==> src/rtl/mytimer_irq_master_if.sv <==
// rtl/mytimer_irq_master_if.sv - chip-select/read/write bus between irq master and timer peripheral
interface mytimer_irq_master_if #(
    parameter int DATA_W = 32
);
    logic              m_cs_n;
    logic              m_read;
    logic [DATA_W-1:0] m_readdata;
    logic              m_write;
    logic [DATA_W-1:0] m_writedata;

    modport master (
        output m_cs_n,
        output m_read,
        input  m_readdata,
        output m_write,
        output m_writedata
    );

    modport slave (
        input  m_cs_n,
        input  m_read,
        output m_readdata,
        input  m_write,
        input  m_writedata
    );
endinterface

==> src/rtl/mytimer_irq_master.sv <==
// rtl/mytimer_irq_master.sv - services timer irq: read word, ack write, one-entry valid/ready output
module mytimer_irq_master #(
    parameter int                DATA_W       = 32,
    parameter int                READ_LATENCY = 1,
    parameter logic [DATA_W-1:0] ACK_DATA     = '0,
    parameter int                CNT_W        = 16
) (
    input  logic                  clk,
    input  logic                  reset_n,
    input  logic                  enable,
    input  logic                  irq,
    mytimer_irq_master_if.master  bus,
    output logic [DATA_W-1:0]     out_data,
    output logic                  out_valid,
    input  logic                  out_ready,
    output logic [CNT_W-1:0]      overrun_count,
    output logic                  busy
);
    typedef enum logic [2:0] {
        S_IDLE,
        S_READ,
        S_WAIT,
        S_ACK,
        S_GUARD
    } state_t;

    localparam logic [3:0] WAIT_INIT = 4'(READ_LATENCY - 1);

    state_t     state;
    state_t     state_next;
    logic [3:0] wait_cnt;
    logic       capture;

    always_comb begin
        state_next = state;
        capture    = 1'b0;
        case (state)
            S_IDLE:  if (enable && irq) state_next = S_READ;
            S_READ:  state_next = S_WAIT;
            S_WAIT: begin
                if (wait_cnt == 4'd0) begin
                    state_next = S_ACK;
                    capture    = 1'b1;
                end
            end
            S_ACK:   state_next = S_GUARD;
            S_GUARD: state_next = S_IDLE;
            default: state_next = S_IDLE;
        endcase
    end

    // Strobes and busy are registered from the next state so they line up with the state itself.
    always_ff @(posedge clk) begin
        if (!reset_n) begin
            state           <= S_IDLE;
            wait_cnt        <= 4'd0;
            bus.m_cs_n      <= 1'b1;
            bus.m_read      <= 1'b0;
            bus.m_write     <= 1'b0;
            bus.m_writedata <= '0;
            out_data        <= '0;
            out_valid       <= 1'b0;
            overrun_count   <= '0;
            busy            <= 1'b0;
        end else begin
            state           <= state_next;
            bus.m_read      <= (state_next == S_READ);
            bus.m_write     <= (state_next == S_ACK);
            bus.m_cs_n      <= !((state_next == S_READ) || (state_next == S_ACK));
            bus.m_writedata <= (state_next == S_ACK) ? ACK_DATA : '0;
            busy            <= (state_next != S_IDLE);

            if (state == S_READ) begin
                wait_cnt <= WAIT_INIT;
            end else if (state == S_WAIT) begin
                wait_cnt <= wait_cnt - 4'd1;
            end

            // A consume on the capture edge frees the slot for the incoming word.
            if (capture) begin
                if (!out_valid || out_ready) begin
                    out_data  <= bus.m_readdata;
                    out_valid <= 1'b1;
                end else if (overrun_count != {CNT_W{1'b1}}) begin
                    overrun_count <= overrun_count + 1'b1;
                end
            end else if (out_valid && out_ready) begin
                out_valid <= 1'b0;
            end
        end
    end
endmodule

==> src/flat_wrapper.sv <==
// flat-port wrapper written by rule: the top's interface ports become plain ports
module mytimer_irq_master_flat 
#(
    parameter int                DATA_W       = 32,
    parameter int                READ_LATENCY = 1,
    parameter logic [DATA_W-1:0] ACK_DATA     = '0,
    parameter int                CNT_W        = 16
)
  (clk, reset_n, enable, irq, out_data, out_valid, out_ready, overrun_count, busy, bus_m_cs_n, bus_m_read, bus_m_readdata, bus_m_write, bus_m_writedata);
  mytimer_irq_master_if #(.DATA_W(DATA_W)) bus_i ();
  input  logic clk;
  input  logic reset_n;
  input  logic enable;
  input  logic irq;
  output logic [DATA_W-1:0] out_data;
  output logic out_valid;
  input  logic out_ready;
  output logic [CNT_W-1:0] overrun_count;
  output logic busy;
  output wire logic [$bits(bus_i.m_cs_n)-1:0] bus_m_cs_n;
  output wire logic [$bits(bus_i.m_read)-1:0] bus_m_read;
  input wire logic [$bits(bus_i.m_readdata)-1:0] bus_m_readdata;
  output wire logic [$bits(bus_i.m_write)-1:0] bus_m_write;
  output wire logic [$bits(bus_i.m_writedata)-1:0] bus_m_writedata;
  assign bus_m_cs_n = bus_i.m_cs_n;
  assign bus_m_read = bus_i.m_read;
  assign bus_i.m_readdata = bus_m_readdata;
  assign bus_m_write = bus_i.m_write;
  assign bus_m_writedata = bus_i.m_writedata;
  mytimer_irq_master #(.DATA_W(DATA_W), .READ_LATENCY(READ_LATENCY), .ACK_DATA(ACK_DATA), .CNT_W(CNT_W)) u_core (.clk(clk), .reset_n(reset_n), .enable(enable), .irq(irq), .bus(bus_i), .out_data(out_data), .out_valid(out_valid), .out_ready(out_ready), .overrun_count(overrun_count), .busy(busy));
endmodule
==> config.mk <==
export PLATFORM = sky130hd
export DESIGN_NAME = mytimer_irq_master_flat
export DESIGN_NICKNAME = d
export VERILOG_FILES = /design/src/rtl/mytimer_irq_master_if.sv /design/src/rtl/mytimer_irq_master.sv /design/src/flat_wrapper.sv
export SDC_FILE = /design/constraint.sdc
export NUM_CORES = 1
export LEC_CHECK = 0
export CAP_MARGIN = 20
export CORE_MARGIN = 4
export CORE_UTILIZATION = 45
export CTS_CLUSTER_SIZE = 40
export DETAILED_ROUTE_END_ITERATION = 6
export HOLD_SLACK_MARGIN = 0.15
export PLACE_DENSITY = 0.89
export SYNTH_ARGS = -nofsm -noshare
export SYNTH_HDL_FRONTEND = slang
export SYNTH_SLANG_ARGS = --single-unit
==> constraint.sdc <==
create_clock -name clk -period 3.81 [get_ports clk]
set_clock_uncertainty 0.2 [all_clocks]
set_input_delay 0.381 -clock clk [delete_from_list [all_inputs] [get_ports clk]]
set_output_delay 0.381 -clock clk [all_outputs]
set_load 0.01 [all_outputs]
==> metrics <==
Sink Count 60; commonest non-fill, non-tap cell in the layout clkdlybuf4s50_1; Non-Filler Instances 496; Area Growth Syn to Fin 36.21%; chip width 86.28 µm; drt first pass iters 4; Startpoint Class register; worst hold endpoint u_core.out_data[28]$_SDFFE_PN0P_; CTS tree done; Power Density 411.9 nW/µm²; worst setup path class reg -> reg; crit path DAT 2.42 ns; post-route minimum period 2.430 ns; setup TNS 0 ns; worst skew pair latency 0.32 ns; pins over their slew limit 0; RSZ-0062 raised after global routing false; WL per Instance 13.91 µm; Critical Path End Type register; I/O pins 122; max-cap viol count 0; CTS Buf Count 9; Worst Path Required 3.80 ns; actual slew at the worst max-slew pin 0.9908 ns; predominant post-synthesis flop cell dfxtp_1; most frequent cells in the layout 89 x clkdlybuf4s50_1, 75 x nand2_1, 60 x dfxtp_1; H-tree depth 3; Area contributors post-synth dfxtp_1 44%, nand2_1 10%, a21oi_1 9.8%; area leader, netlist dfxtp_1; Cell variety after synth 38; port bufs 89; CP Max Fanout 17; Worst R2R End u_core.out_data[3]$_SDFFE_PN0P_; post-layout util 63.44%; number of synthesized flops with an enable pin 0; initial core utilization 46.58%; crit-path max cell delay 0.57 ns; Syn Inst Count 333; Row Count 28; hold path depth 2; Clock Path Buffers 2; final wirelength 6899 µm; Mean Syn Cell Area 8.281 µm²; Pwr Total 1.547 mW; Synth top area share 43.56%; critical path launch point u_core.state[0]$_SDFF_PN0_; largest net degree at the start of global routing 38; status complete, no violations; gr ovfl total 0; Cell Count Post-Placement 480; Ant. Diodes 0; share of cells above drive strength 1 5.226%; gpl congestion 0.7836; final hold violation count 0; Die Span Y 86.28 µm; crit-path cells nor3_1 > nand3_1 > buf_4 > nand2_1 > a21oi_1; Slew HR 33.45%; worst r2r path cells 5; CTS clock-pin slew for the worst setup and hold paths 0.07 ns; fmax 411.5 MHz; antenna viol nets, final 0; Ys Warns 0; die area 7444 µm²; worst r2r src u_core.state[0]$_SDFF_PN0_; clock tree root buffer cell clkbuf_8; flop2flop setup slack 1.38 ns; register area share after synthesis 43.56%; initial antenna violation count 0; Post-CTS Hold Buffers 0; post-CTS setup buffers 0; dpl hpwl 4917 µm; Core ar. 5921 µm²; first-pass GRT wire length 10,810 µm; vias in the first global route 2,318; Worst path slowest cell nand3_1; Vias/cell 5.131; # resized after CTS 0; Tot GR Track Use 18.12%; routed vias 2,545; 1st-iter DRT viols 122; # DRC 0; nets@finish 456; leakage power 1.332 nW; Max IR drop VDD 0.2122 mV; Synth Cell Area 2758 µm²; endpoints failing setup 0; share of synthesized registers carrying an async set or reset 0%; HP Start u_core.out_data[28]$_SDFFE_PN0P_; final worst-path cycle share 63.78%; min-delay worst type reg -> reg; Seq cells post-synth 60
[Yosys cell counts, drive strengths merged, types with 3 or more instances]
master and number:
a21oi 54, and2 3, and4 4, buf 39, clkbuf 11, dfxtp 60
inv 6, mux2i 3, nand2 76, nand2b 5, nand3 7, nand4 6
nor2 6, nor3 6, o21ai 6, o31ai 9, or4 10
[flip-flops by register name, summed over array words and instances (netlist names)]
signal	cells
u_core.busy	1
u_core.out_valid	1
u_core.out_data	32
u_core.wait_cnt	4
u_core.bus.m_read	1
u_core.bus.m_write	1
u_core.bus.m_cs_n	1
u_core.state	3
u_core.overrun_count	16
[worst max path at each step]
stage	slack, ns	to	cells after the start
CTS	1.24	u_core.out_data[23]$_SDFFE_PN0P_	4
global route	1.16	u_core.out_data[27]$_SDFFE_PN0P_	5
global placement	1.34	u_core.out_data[15]$_SDFFE_PN0P_	5
finish	1.38	u_core.out_data[3]$_SDFFE_PN0P_	5
floorplan	1.92	u_core.overrun_count[1]$_SDFFE_PN0P_	7
detailed placement	1.19	u_core.out_data[23]$_SDFFE_PN0P_	5
[kinds of logic after synthesis]
family	synth area share, %
buffers and inverters	13.07
multiplexers	1.089
adder cells (fa/ha/maj)	0.9073
flip-flops	43.56
other	0.1360
AO/OA/AOI/OAI	14.88
AND/OR/NAND/NOR	26.04
XOR/XNOR	0.3177
[worst max-delay path: cells and delay by family, from the launching register on]
kind            cells  cell delay, ns
flops               1            0.48
simple gates        3            1.13
compound gates      1            0.07
buf+inv             1            0.40
[per-stage QoR]
step	setup slack, ns	instance area (µm²)	hold WS (ns)
finish	1.380	3756	0.2555
global route	1.157	3756	0.2784
CTS	1.237	3741	0.2576
detailed placement	1.191	3536	0.2477
global placement	1.338	3536	0.2413
floorplan	1.922	2874	0.2761
[routing by layer]
metal	vias up	part of all wire, %	track usage, %
met5	-	0	0
met4	0	1.8	9.348
met3	10	5.4	3.327
met2	78	53	31.04
met1	1199	40	21.61
li1	1258	-	-
[final cells by class]
type | count | area [µm²]
clock buffers | 10 | 127.6
clock inverters | 5 | 77.57
fillers | 503 | 2165
inverters | 6 | 22.52
multi-input cells | 248 | 1313
flip-flops and latches | 60 | 1201
well taps | 75 | 93.84
repair buffers | 92 | 920.9
[report_power, final]
| part | leakage, nW | switching, mW | internal, mW | total (mW) |
|---|---|---|---|---|
| combinational | 0.744 | 0.125 | 0.127 | 0.252 |
| sequential | 0.486 | 0.0288 | 0.663 | 0.692 |
| clock | 0.102 | 0.241 | 0.363 | 0.604 |
| total | 1.33 | 0.395 | 1.15 | 1.55 |
(Power assumes the default switching activity.)
